<file path="src/rtl/mem_acc_pkg.sv">
// rtl/mem_acc_pkg.sv - request type codes, FSM state encoding and access sizing helpers
// Shared by mem_access_ctrl and mem_lane_merge; no ports.
package mem_acc_pkg;

   // req_type[1:0] size codes; req_type[UNSIGNED_BIT] selects zero-extension on loads
   localparam logic [1:0] TYPE_B       = 2'b00;
   localparam logic [1:0] TYPE_H       = 2'b01;
   localparam logic [1:0] TYPE_W       = 2'b10;
   localparam logic [1:0] TYPE_D       = 2'b11;
   localparam int         UNSIGNED_BIT = 2;

   typedef logic [2:0] state_t;

   localparam state_t S_IDLE  = 3'd0;
   localparam state_t S_RD_LO = 3'd1;
   localparam state_t S_RD_HI = 3'd2;
   localparam state_t S_CAP   = 3'd3;
   localparam state_t S_WR_LO = 3'd4;
   localparam state_t S_WR_HI = 3'd5;
   localparam state_t S_RESP  = 3'd6;

   function automatic logic [3:0] size_bytes(input logic [1:0] sz);
      logic [3:0] n;
      case (sz)
         TYPE_B:  n = 4'd1;
         TYPE_H:  n = 4'd2;
         TYPE_W:  n = 4'd4;
         default: n = 4'd8;
      endcase
      return n;
   endfunction

   // True when an access of size sz starting at byte offset off spills past a nb-byte word
   function automatic logic crosses_word(input logic [3:0] off, input logic [1:0] sz, input int nb);
      logic [4:0] end_byte;
      end_byte = {1'b0, off} + {1'b0, size_bytes(sz)};
      return end_byte > 5'(nb);
   endfunction

endpackage

</file>
<file path="src/rtl/mem_lane_merge.sv">
// rtl/mem_lane_merge.sv - byte-lane store merge and load extract/extend (combinational)
// Ports:
//   i_off       byte offset of the access inside the RAM word
//   i_size      size code (TYPE_B/H/W/D)
//   i_unsigned  zero-extend loads when set, sign-extend otherwise
//   i_hi_beat   selects the upper word of a word-crossing store
//   i_wdata     right-justified store data
//   i_old_word  word previously read from RAM, merged into by the store
//   i_lo_word   lower word of a load (word at the access address)
//   i_hi_word   upper word of a load (next word; ignored unless crossing)
//   o_wr_word   merged word to write for the selected beat
//   o_ld_data   extracted and extended load result
module mem_lane_merge
   import mem_acc_pkg::*;
#(
   parameter int DATA_W = 32,
   parameter int OFF_W  = $clog2(DATA_W/8)
)(
   input  logic [OFF_W-1:0]  i_off,
   input  logic [1:0]        i_size,
   input  logic              i_unsigned,
   input  logic              i_hi_beat,
   input  logic [DATA_W-1:0] i_wdata,
   input  logic [DATA_W-1:0] i_old_word,
   input  logic [DATA_W-1:0] i_lo_word,
   input  logic [DATA_W-1:0] i_hi_word,
   output logic [DATA_W-1:0] o_wr_word,
   output logic [DATA_W-1:0] o_ld_data
);

   localparam int NB = DATA_W/8;

   logic [2*NB-1:0]     w_size_mask;
   logic [2*NB-1:0]     w_lane_mask;
   logic [NB-1:0]       w_beat_mask;
   logic [2*DATA_W-1:0] w_st_wide;
   logic [DATA_W-1:0]   w_beat_data;
   logic [DATA_W-1:0]   w_ld_win;
   logic [OFF_W+2:0]    w_shift;

   assign w_shift = {i_off, 3'b000};

   always_comb begin
      w_size_mask = '0;
      case (i_size)
         TYPE_B:  w_size_mask[0]   = 1'b1;
         TYPE_H:  w_size_mask[1:0] = '1;
         TYPE_W:  w_size_mask[3:0] = '1;
         default: w_size_mask[7:0] = '1;
      endcase
   end

   // Stores are placed in a two-word window: the low beat owns the lower word,
   // the high beat the bytes that spilled into the next word.
   assign w_lane_mask = w_size_mask << i_off;
   assign w_st_wide   = {{DATA_W{1'b0}}, i_wdata} << w_shift;
   assign w_beat_mask = i_hi_beat ? w_lane_mask[2*NB-1:NB] : w_lane_mask[NB-1:0];
   assign w_beat_data = i_hi_beat ? w_st_wide[2*DATA_W-1:DATA_W] : w_st_wide[DATA_W-1:0];

   always_comb begin
      o_wr_word = i_old_word;
      for (int i = 0; i < NB; i++) begin
         if (w_beat_mask[i]) begin
            o_wr_word[i*8 +: 8] = w_beat_data[i*8 +: 8];
         end
      end
   end

   assign w_ld_win = DATA_W'({i_hi_word, i_lo_word} >> w_shift);

   always_comb begin
      o_ld_data = '0;
      case (i_size)
         TYPE_B:  o_ld_data = {{(DATA_W-8){~i_unsigned & w_ld_win[7]}}, w_ld_win[7:0]};
         TYPE_H:  o_ld_data = {{(DATA_W-16){~i_unsigned & w_ld_win[15]}}, w_ld_win[15:0]};
         TYPE_W:  o_ld_data[31:0] = w_ld_win[31:0];
         default: o_ld_data = w_ld_win;
      endcase
   end

endmodule

</file>
<file path="src/rtl/mem_access_ctrl.sv">
// rtl/mem_access_ctrl.sv - load/store unit with read-modify-write and word-crossing split
// Ports:
//   i_clk, i_rst            clock, synchronous active-high reset
//   i_req_*, o_req_ready    request handshake (we, type, byte addr, right-justified wdata)
//   o_rsp_valid/rdata/err   one-cycle completion pulse with registered load data
//   o_ram_addr/re/we/wdata  single-port RAM strobes (read data one cycle after o_ram_re)
//   i_ram_rdata             RAM read data
module mem_access_ctrl
   import mem_acc_pkg::*;
#(
   parameter int DATA_W      = 32,
   parameter int ADDR_W      = 32,
   parameter int RAM_AW      = 10,
   parameter bit MISALIGN_EN = 1'b1
)(
   input  logic              i_clk,
   input  logic              i_rst,
   input  logic              i_req_valid,
   output logic              o_req_ready,
   input  logic              i_req_we,
   input  logic [2:0]        i_req_type,
   input  logic [ADDR_W-1:0] i_req_addr,
   input  logic [DATA_W-1:0] i_req_wdata,
   output logic              o_rsp_valid,
   output logic [DATA_W-1:0] o_rsp_rdata,
   output logic              o_rsp_err,
   output logic [RAM_AW-1:0] o_ram_addr,
   output logic              o_ram_re,
   output logic              o_ram_we,
   output logic [DATA_W-1:0] o_ram_wdata,
   input  logic [DATA_W-1:0] i_ram_rdata
);

   localparam int NB    = DATA_W/8;
   localparam int OFF_W = $clog2(NB);

   state_t            r_state;
   state_t            w_next;
   logic              r_we;
   logic [2:0]        r_type;
   logic [OFF_W-1:0]  r_off;
   logic [RAM_AW-1:0] r_word;
   logic [DATA_W-1:0] r_wdata;
   logic [DATA_W-1:0] r_lo_word;
   logic [DATA_W-1:0] r_rsp_rdata;
   logic              r_cross;
   logic              r_err;

   logic              w_accept;
   logic [OFF_W-1:0]  w_acc_off;
   logic [RAM_AW-1:0] w_acc_word;
   logic              w_acc_cross;
   logic              w_acc_err;
   logic              w_acc_full;
   logic [RAM_AW-1:0] w_word_hi;
   logic              w_re;
   logic              w_we;
   logic              w_hi_beat;
   logic [DATA_W-1:0] w_lo_src;
   logic [DATA_W-1:0] w_wr_word;
   logic [DATA_W-1:0] w_ld_data;

   assign w_accept    = i_req_valid && (r_state == S_IDLE);
   assign w_acc_off   = i_req_addr[OFF_W-1:0];
   assign w_acc_word  = RAM_AW'(i_req_addr >> OFF_W);
   assign w_acc_cross = crosses_word(4'(w_acc_off), i_req_type[1:0], NB);
   assign w_acc_err   = ((DATA_W == 32) && (i_req_type[1:0] == TYPE_D)) ||
                        (!MISALIGN_EN && w_acc_cross);
   // An aligned store covering every lane needs no read-back before the write
   assign w_acc_full  = i_req_we && (w_acc_off == '0) &&
                        (size_bytes(i_req_type[1:0]) == 4'(NB));

   always_comb begin
      w_next = r_state;
      case (r_state)
         S_IDLE: begin
            if (w_accept) begin
               if (w_acc_err)       w_next = S_RESP;
               else if (w_acc_full) w_next = S_WR_LO;
               else                 w_next = S_RD_LO;
            end
         end
         S_RD_LO: begin
            if (r_we)         w_next = S_WR_LO;
            else if (r_cross) w_next = S_RD_HI;
            else              w_next = S_CAP;
         end
         // RD_HI doubles as the high-word read of a crossing store
         S_RD_HI: w_next = r_we ? S_WR_HI : S_CAP;
         S_WR_LO: w_next = r_cross ? S_RD_HI : S_RESP;
         S_WR_HI: w_next = S_RESP;
         S_CAP:   w_next = S_RESP;
         default: w_next = S_IDLE;
      endcase
   end

   always_ff @(posedge i_clk) begin
      if (i_rst) begin
         r_state     <= S_IDLE;
         r_we        <= 1'b0;
         r_type      <= '0;
         r_off       <= '0;
         r_word      <= '0;
         r_wdata     <= '0;
         r_lo_word   <= '0;
         r_rsp_rdata <= '0;
         r_cross     <= 1'b0;
         r_err       <= 1'b0;
      end else begin
         r_state <= w_next;
         if (w_accept) begin
            r_we    <= i_req_we;
            r_type  <= i_req_type;
            r_off   <= w_acc_off;
            r_word  <= w_acc_word;
            r_wdata <= i_req_wdata;
            r_cross <= w_acc_cross;
            r_err   <= w_acc_err;
         end
         // Low word of a crossing load arrives while the high word is being read
         if (r_state == S_RD_HI) begin
            r_lo_word <= i_ram_rdata;
         end
         if (w_next == S_RESP) begin
            r_rsp_rdata <= (r_state == S_CAP) ? w_ld_data : '0;
         end
      end
   end

   assign w_word_hi = r_word + RAM_AW'(1);
   assign w_hi_beat = (r_state == S_RD_HI) || (r_state == S_WR_HI);
   assign w_lo_src  = r_cross ? r_lo_word : i_ram_rdata;

   // Strobes drop in the same cycle reset is asserted
   assign w_re = !i_rst && ((r_state == S_RD_LO) || (r_state == S_RD_HI));
   assign w_we = !i_rst && ((r_state == S_WR_LO) || (r_state == S_WR_HI));

   mem_lane_merge #(
      .DATA_W (DATA_W),
      .OFF_W  (OFF_W)
   ) u_lane_merge (
      .i_off      (r_off),
      .i_size     (r_type[1:0]),
      .i_unsigned (r_type[UNSIGNED_BIT]),
      .i_hi_beat  (r_state == S_WR_HI),
      .i_wdata    (r_wdata),
      .i_old_word (i_ram_rdata),
      .i_lo_word  (w_lo_src),
      .i_hi_word  (i_ram_rdata),
      .o_wr_word  (w_wr_word),
      .o_ld_data  (w_ld_data)
   );

   assign o_req_ready = (r_state == S_IDLE);
   assign o_rsp_valid = (r_state == S_RESP);
   assign o_rsp_err   = (r_state == S_RESP) && r_err;
   assign o_rsp_rdata = r_rsp_rdata;
   assign o_ram_re    = w_re;
   assign o_ram_we    = w_we;
   assign o_ram_addr  = !(w_re || w_we) ? '0 : (w_hi_beat ? w_word_hi : r_word);
   assign o_ram_wdata = w_we ? w_wr_word : '0;

endmodule

</file>
<file path="config.mk">
export PLATFORM = sky130hd
export DESIGN_NAME = mem_access_ctrl
export DESIGN_NICKNAME = d
export VERILOG_FILES = /design/src/rtl/mem_acc_pkg.sv /design/src/rtl/mem_lane_merge.sv /design/src/rtl/mem_access_ctrl.sv
export SDC_FILE = /design/constraint.sdc
export NUM_CORES = 1
export LEC_CHECK = 0
export BUFFER_PORTS_ARGS = -buffer_cell sky130_fd_sc_hd__buf_2
export CORE_MARGIN = 5
export CORE_UTILIZATION = 54
export DETAILED_ROUTE_END_ITERATION = 8
export GPL_ROUTABILITY_DRIVEN = 0
export HOLD_SLACK_MARGIN = 0.05
export PLACE_DENSITY = 0.81
export SYNTH_ARGS = -nofsm -noshare
export SYNTH_HDL_FRONTEND = slang
export SYNTH_SLANG_ARGS = --single-unit
</file>
<file path="constraint.sdc">
create_clock -name i_clk -period 3.3 [get_ports i_clk]
set_input_delay 0.33 -clock i_clk [delete_from_list [all_inputs] [get_ports i_clk]]
set_output_delay 0.33 -clock i_clk [all_outputs]
set_load 0.05 [all_outputs]
</file>
==> results.txt, run 1 <==
Post-route setup slack -> 0.185 ns
Worst Skew -> 0.00618 ns
DRC Markers -> 0
Reg2reg start -> r_off[0]
Synth cell types -> 57
Antenna Nets Post-Route -> 0
Cell taking the most area after synthesis -> dfxtp_1
Die ar. -> 15600 um^2
Global-route wire length before repair -> 36100 um
IO buf count -> 161
# H-tree levels -> 4
CTS clk-pin slew, worst paths -> 0.05 ns
Mapped Area -> 7120 um^2
Die Wd -> 125 um
Root Buffer Master -> clkbuf_16
EDFF count, synth -> 0
Final setup vio count -> 0
Largest net degree at the start of global routing -> 69
Worst-Margin Slew -> 0.749 ns
CTS tree -> built
CP Class -> register to output pin
Nets@finish -> 1147
Most frequent cells in the layout -> nand2_1, buf_2, a21oi_1, dfxtp_1, mux2i_1
RSZ-0062 raised after global routing -> no
Clock Latency Late Sink -> 0.42 ns
First-pass iteration count of the detailed router -> 5
Synth area leaders -> dfxtp_1, nand2_1, mux2i_1, a21oi_1, clkbuf_1
Vias in the first global route -> 6805
Hold Path Class -> input port to register
Routed WL -> 22600 um
Wirelength per Cell -> 18.4 um
Ant diodes -> 0
Total negative slack -> 0 ns
Worst Path Arrival -> 2.79 ns
Crit-path max FO -> 17
IO Pins -> 182
Crit share post-route -> 94.4%
Initial core utilization -> 54.4%
Vias per inst -> 6.07
Synth top area share -> 32.9%
Critical Path Source Type -> register
Max Cap Violations -> 0
Syn Nets -> 1027
Post-synth ARST share -> 0%
Hpwl dp -> 16100 um
Initial antenna violation count -> 0
Flops & latches, synth -> 117
Sequential cell area fraction in the yosys report -> 32.9%
Placement Setup Slack -> 0.487 ns
Clock Sink Count -> 117
Crit path required time -> 2.97 ns
Post-Syn Area per Cell -> 7.74 um^2
CTS Buf Count -> 17
Crit. Startpoint -> r_off[1]
Gr ovfl total -> 0
Final hold viol count -> 0
PwrDens -> 669 nW/um^2
Peak supply drop -> 0.311 mV
Via count -> 7454
Core Region -> 13100 um^2
Reg-to-reg slack, setup -> 0.68 ns
Share of layout cells above drive strength 1 -> 23.6%
Die Y -> 125 um
Row cnt -> 42
P&R area growth vs syn -> 20.2%
Synthesis Warnings -> 0
HP Start -> i_req_wdata[14]
Total GRT Usage -> 28.3%
Post-Syn Instances -> 920
Util after Layout -> 65.4%
Initial drt markers -> 1020
# hold bufs at CTS -> 0
Synth Flop Type -> dfxtp_1
Outcome -> complete, no violations
Commonest non-fill, non-tap cell in the layout -> nand2_1
Max Freq -> 0.321 GHz
CP Capture Type -> output pin
Period minus WS final -> 3.12 ns
Clk buf depth -> 2
Max Transition Viols Final -> 0
Leak -> 3.49 nW
Rel. slew slack -> 50.1%
## through the flow
stage | power, mW | cells | hold slack, ns | cell area [um^2]
3_5_place_dp | 3.96 | 1195 | 0.443 | 7980
3_3_place_gp | 3.92 | 1195 | 0.441 | 7980
5_1_grt | 6.01 | 1229 | 0.139 | 8560
2_1_floorplan | 3.41 | 920 | 0.432 | 7120
6_report | 5.72 | 1229 | 0.145 | 8560
4_1_cts | 5.68 | 1227 | 0.136 | 8530
## cells in the mapped netlist, types with 3 or more instances
| cell | count |
|---|---|
| o2111ai_1 | 8 |
| buf_2 | 18 |
| buf_1 | 6 |
| o2bb2ai_1 | 15 |
| o211a_1 | 6 |
| a221oi_1 | 7 |
| and2_1 | 4 |
| xor2_1 | 5 |
| ha_1 | 3 |
| nor2_1 | 50 |
| a211o_1 | 6 |
| o21a_1 | 3 |
| a22oi_1 | 11 |
| nand3_1 | 5 |
| dfxtp_1 | 117 |
| o21ai_0 | 21 |
| o32a_1 | 3 |
| and3_1 | 3 |
| nor3b_1 | 8 |
| a221o_1 | 10 |
| a211oi_1 | 20 |
| mux2i_1 | 73 |
| inv_1 | 10 |
| nand2_1 | 221 |
| a31oi_1 | 16 |
| nand4_1 | 4 |
| mux4_2 | 9 |
| or3_1 | 5 |
| o22ai_1 | 12 |
| nand3b_1 | 8 |
| nand2b_1 | 5 |
| mux2_2 | 14 |
| a21oi_1 | 121 |
| clkbuf_1 | 57 |
| nor3_1 | 11 |
## layout make-up
class	count	area, um^2
clock inverter	11	105
multi-input combinational	708	4400
timing repair buffer	185	990
inverter	11	41.3
tap	176	220
fill	1123	4530
sequential	117	2350
clock buffer	21	450
## what timing repair did
action | CTS | global route
buffers inserted | 0 | 2
endpoints found under the setup margin | 0 | 11
hold endpoints to repair | 0 | 0
resized for setup | 0 | 2
## metal layers
layer | wire [um] | global-route usage [%]
met1 | 9510 | 38.3
met2 | 10400 | 44.9
met3 | 2030 | 6.09
met4 | 675 | 9.69
met5 | 0 | 0
## power breakdown
group          switching, mW  internal, mW
clock network          0.662          1.05
registers              0.224          1.63
logic                   1.44         0.717
total                   2.32          3.40
## critical path: stages (launching register included)
cell       delay [ns]
dfxtp_2          0.55
buf_4            0.29
clkinv_1         0.10
nor2_1           0.28
o22a_1           0.38
o2111ai_1        0.16
a21oi_1          0.28
buf_2            0.32
## sequential cells by signal, indices dropped and copies added (netlist names), 2 cells and up
register,count
r_lo_word,32
r_type,3
r_state,3
r_word,10
o_rsp_rdata,32
r_off,2
r_wdata,32
## cells by family after synthesis
logic type | synth area share, %
simple gates | 19.7
compound gates | 25.1
flops | 32.9
mux | 15.3
buf+inv | 5.54
xor+xnor | 0.615
fa+ha+maj | 0.809
## final timing paths
| path | end | depth (start not counted) |
|---|---|---|
| max | o_ram_wdata[31] | 7 |
| min | r_wdata[14] | 3 |
| max reg2reg | o_rsp_rdata[14] | 7 |
| min reg2reg | o_rsp_rdata[14] | 1 |
Note: power is estimated with default switching activity, not from simulation.
==> run 2: changes to the inputs <==
PLACE_DENSITY = 0.8   (was 0.81)
SYNTH_HIERARCHICAL = 1   (was default)
==> results.txt, run 2 <==
CP Class -> register to output pin
Via count -> 7371
Max Freq -> 0.323 GHz
Fin area -> 8890 um^2
Post-CTS setup buffer count -> 0
Post-synth ARST share -> 0%
Outcome -> complete, no violations
Placed inst area -> 8330 um^2
Initial drt markers -> 706
Peak supply drop -> 0.466 mV
Clock Latency Late Sink -> 0.42 ns
# H-tree levels -> 4
Met2 Use GR -> 40.2%
Post-Syn Area per Cell -> 8.03 um^2
Max Cap Violations -> 0
Synth cell types -> 61
Sequential cell area fraction in the yosys report -> 31.2%
Reg2reg path depth -> 5
Share of layout cells above drive strength 1 -> 28.5%
EDFF count, synth -> 0
Flops & latches, synth -> 117
Most used routing layer -> met2
CTS clk-pin slew, worst paths -> 0.05 ns
Commonest non-fill, non-tap cell in the layout -> nand2_1
Final hold viol count -> 0
Rel. slew slack -> 45.0%
Crit share post-route -> 93.9%
Top cells by count, synth -> nand2_1, a21oi_1, dfxtp_1
Period minus WS final -> 3.10 ns
Antenna Nets Post-Route -> 0
CTS tree -> built
Crit-path max FO -> 11
Hpwl dp -> 15700 um
Initial antenna violation count -> 1
Cell taking the most area after synthesis -> dfxtp_1
RSZ-0062 raised after global routing -> no
PwrDens -> 780 nW/um^2
Total power -> 6.94 mW
Most frequent cells in the layout -> nand2_1, buf_2, a21oi_1, dfxtp_1, mux2_2
CP Capture Type -> output pin
Core Region -> 13800 um^2
Crit-path slowest cell -> dfxtp_1
Global-route wire length before repair -> 34500 um
Wirelength per Cell -> 17.7 um
IO buf count -> 161
Synthesis Warnings -> 6
Syn Nets -> 1041
Routed WL -> 22100 um
Vias per inst -> 5.90
Reg2reg start -> r_off[1]
Total negative slack -> 0 ns
Clock Sink Count -> 117
Worst-path cell chain -> inv_2 > a221oi_4 > a2bb2oi_4 > mux2_4 > and2_1 > buf_2
Die Wd -> 128 um
Die Y -> 128 um
Synth Flop Type -> dfxtp_1
Crit path required time -> 2.97 ns
Top-count cell post-synth -> nand2_1
CTS Buf Count -> 17
RR Endpoint -> o_rsp_rdata[20]
Die ar. -> 16300 um^2
Root Buffer Master -> clkbuf_16
Reg-to-reg slack, setup -> 0.58 ns
Nets@finish -> 1163
P&R area growth vs syn -> 18.5%
Worst Path Arrival -> 2.77 ns
IO Pins -> 182
Worst-Margin Slew -> 0.824 ns
Largest net degree at the start of global routing -> 78
DRC Markers -> 0
Synth top area share -> 31.2%
Critical Path Source Type -> register
Post-Syn Instances -> 934
Hold Worst Slack -> 0.150 ns
Hold Path Class -> input port to register
Gr ovfl total -> 0
Hold Path Stages -> 3
Synth area leaders -> dfxtp_1, nand2_1, a21oi_1, mux2_2, mux2i_1
Met1 Track Usage GR -> 35.2%
HP Start -> i_req_wdata[18]
Total GRT Usage -> 26.3%
Placement Setup Slack -> 0.568 ns
Row cnt -> 43
Initial core utilization -> 54.5%
Post-route setup slack -> 0.201 ns
First-pass iteration count of the detailed router -> 5
Mapped Area -> 7500 um^2
# hold bufs at CTS -> 0
Met3 Use GR -> 4.71%
Max Transition Viols Final -> 0
Worst Skew -> 0.00775 ns
Leak -> 3.65 nW
Final setup vio count -> 0
Vias in the first global route -> 6553
CP max stage delay -> 0.65 ns
Clk buf depth -> 2
Min-Delay Endpoint -> r_wdata[18]
-- run 2: metal layers --
layer / up-vias / part of all wire (%)
li1: 3557 / -
met1: 3412 / 43
met2: 342 / 45
met3: 60 / 7.6
met4: 0 / 4.3
met5: - / 0
-- run 2: worst max path at each step --
stage,cells after the start,slack [ns],endpoint,from
3_5_place_dp,7,0.57,o_ram_wdata[17],r_state[1]
3_3_place_gp,7,0.58,o_ram_wdata[23],r_state[1]
2_1_floorplan,5,0.60,o_ram_addr[3],r_state[1]
4_1_cts,7,0.12,o_ram_wdata[17],r_state[0]
5_1_grt,7,0.1,o_ram_wdata[0],r_off[1]
6_report,6,0.20,o_ram_wdata[17],r_type[1]
-- run 2: cells by family after synthesis --
kind of cell,synth area share [%]
buffers and inverters,5.57
adders and majority gates,0.767
and+or+nand+nor,20.7
xor gates and xnor gates,0.701
DFF,31.2
AOI/OAI and AO/OA,22.3
muxes,18.8
-- run 2: layout make-up --
type / count / area, um^2
inverters: 13 / 48.8
clock buffers: 20 / 447
fillers: 1231 / 4890
repair buffers: 180 / 948
well taps: 180 / 225
multi-input cells: 727 / 4760
diodes: 1 / 2.50
clock inverters: 11 / 110
flip-flops and latches: 117 / 2350
-- run 2: critical path, delay by kind of cell, from the launching register on --
family	cells	cell delay (ns)
muxes	1	0.34
AOI/OAI and AO/OA	2	0.76
and+or+nand+nor	1	0.16
buffers and inverters	2	0.44
DFF	1	0.65
-- run 2: per-stage QoR --
stage	cells	utilization [%]
after floorplan	934	-
after global placement	1217	60.5
after detailed placement	1217	60.5
after CTS	1248	64.5
after global routing	1249	64.5
final	1249	64.5
-- run 2: where the power goes --
group,switching (mW),internal (mW),total [mW]
combinational,2.02,1.20,3.22
clock,0.629,1.11,1.74
sequential,0.276,1.69,1.97
total,2.93,4.01,6.94
-- run 2: what timing repair did --
action | CTS | global route
setup endpoints to repair | 0 | 5
endpoints found under the hold margin | 0 | 0
resized for setup | 0 | 1
==> run 3: changes to the inputs <==
--- a/config.mk
+++ b/config.mk
@@ -8,2 +8,3 @@
 export BUFFER_PORTS_ARGS = -buffer_cell sky130_fd_sc_hd__buf_2
+export CAP_MARGIN = 0
 export CORE_MARGIN = 5
==> constraint.sdc (replaced) <==
create_clock -name i_clk -period 3.3 [get_ports i_clk]
set_input_delay 0.165 -clock i_clk [delete_from_list [all_inputs] [get_ports i_clk]]
set_output_delay 0.165 -clock i_clk [all_outputs]
set_load 0.05 [all_outputs]
==> results.txt, run 3 (same netlist as run 2, synthesis figures left out) <==
Outcome -> complete, no violations
IO Pins -> 182
Clock share of power -> 25.8%
Hold Worst Slack -> 0.0749 ns
Reg2reg start -> r_cross
Initial antenna violation count -> 0
Period minus WS final -> 3.02 ns
Vias per inst -> 5.87
Nets@finish -> 1235
Antenna Nets Post-Route -> 0
Die ar. -> 16300 um^2
Global-route wire length before repair -> 36800 um
PostCTS Resize Cnt -> 0
Crit. Startpoint -> r_state[1]
Placement Setup Slack -> 0.728 ns
Bufs and invs on worst path -> 1
CP Capture Type -> output pin
Worst-Margin Slew -> 0.766 ns
Final hold viol count -> 0
Wirelength per Cell -> 17.9 um
Row cnt -> 43
Vias in the first global route -> 7046
Largest net degree at the start of global routing -> 74
Root Buffer Master -> clkbuf_16
Worst-path cell chain -> and3b_1 > nor2b_1 > nor3_2 > a2bb2oi_4 > mux2_4 > and2_1 > buf_2
Ant diodes -> 0
Peak supply drop -> 0.549 mV
Max Transition Viols Final -> 0
Int Pwr -> 4.15 mW
Initial drt markers -> 710
IO buf count -> 161
Total GRT Usage -> 28.0%
Share of layout cells above drive strength 1 -> 26.5%
P&R area growth vs syn -> 28.4%
Crit-path slowest cell -> and3b_1
Die Y -> 128 um
# H-tree levels -> 4
Hold Path Class -> input port to register
# hold bufs at CTS -> 72
Core Region -> 13800 um^2
Via count -> 7760
Critical Path Source Type -> register
CTS tree -> built
CP max stage delay -> 0.58 ns
DRC Markers -> 0
P_sw -> 2.96 mW
Routed WL -> 23600 um
Delay-heaviest family, CP -> simple AND/OR/NAND/NOR gates
Clock Latency Late Sink -> 0.42 ns
Clk buf depth -> 2
Rel. slew slack -> 48.9%
Worst Path Arrival -> 2.86 ns
Commonest non-fill, non-tap cell in the layout -> nand2_1
Final setup vio count -> 0
Initial core utilization -> 54.5%
HP Start -> i_ram_rdata[15]
Gr ovfl total -> 0
Post-route setup slack -> 0.276 ns
CP Class -> register to output pin
Register share of total power -> 27.7%
FILL cells -> 1083
Switching Share -> 41.6%
PwrDens -> 738 nW/um^2
Crit-path max FO -> 14
Die Wd -> 128 um
Most frequent cells in the layout -> nand2_1, buf_2, a21oi_1, dfxtp_1, dlygate4sd3_1
Total power -> 7.11 mW
Post-CTS setup buffer count -> 0
Leak -> 3.96 nW
RSZ-0062 raised after global routing -> no
Logic pwr share -> 46.5%
Crit share post-route -> 91.6%
Crit path required time -> 3.13 ns
CTS clk-pin slew, worst paths -> 0.05 ns
CTS Buf Count -> 17
Max Cap Violations -> 0
Util after Layout -> 69.9%
Hpwl dp -> 15900 um
Max Freq -> 0.331 GHz
Total negative slack -> 0 ns
First-pass iteration count of the detailed router -> 5
Worst Skew -> 0.00670 ns
Clock Sink Count -> 117
run 3: cell count changes in the layout (fill, tap and decap cells not counted):
cell	delta
dlygate4sd3_1	+72
clkinv_2	-2
and3b_1	+1
inv_4	+1
and3b_2	-1
diode_2	-1
clkinvlp_4	-1
bufinv_16	+1
clkbuf_1	+2
run 3: worst register-to-register path, stage by stage (launching register included):
cell	delay, ns
dfxtp_1	0.49
buf_4	0.42
mux2_2	0.42
mux4_2	0.47
nand3b_1	0.26
o21ai_0	0.16
a22o_1	0.22
run 3: cell type report:
class                      instances  area, um^2  area share [%]
clock buffer                      22         454            4.72
clock inverter                    10         129            1.34
inverter                          13        48.8           0.507
multi-input combinational        727        4750            49.4
sequential                       117        2350            24.4
tap                              180         225            2.34
timing repair buffer             252        1670            17.3
run 3: path summary, 6_finish.rpt:
path	cells past startpoint	end	slack [ns]
worst min-delay path	3	r_lo_word[15]	0.07
worst min register to register	2	r_lo_word[19]	0.45
worst max-delay path	7	o_ram_wdata[23]	0.28
worst max register to register	6	o_rsp_rdata[8]	0.76
run 3: per-layer routing:
layer,wire (um),up-vias,global-route usage (%)
met4,943,0,13.2
li1,-,3699,-
met1,9470,3590,36.0
met3,1920,69,5.42
met2,11300,402,45.4
met5,0,-,0
run 3: stage by stage:
step	instances	instance area, um^2
floorplan	934	7500
global placement	1217	8330
detailed placement	1217	8330
CTS	1321	9630
global route	1321	9630
finish	1321	9630
run 3: power by group through the flow:
stage / Combinational [mW] / Sequential, mW / Clock, mW
finish: 3.31 / 1.97 / 1.83
global route: 3.58 / 2.00 / 1.91
CTS: 3.26 / 1.96 / 1.85
detailed placement: 3.17 / 1.98 / 0
global placement: 3.13 / 1.97 / 0
floorplan: 2.46 / 2.00 / 0
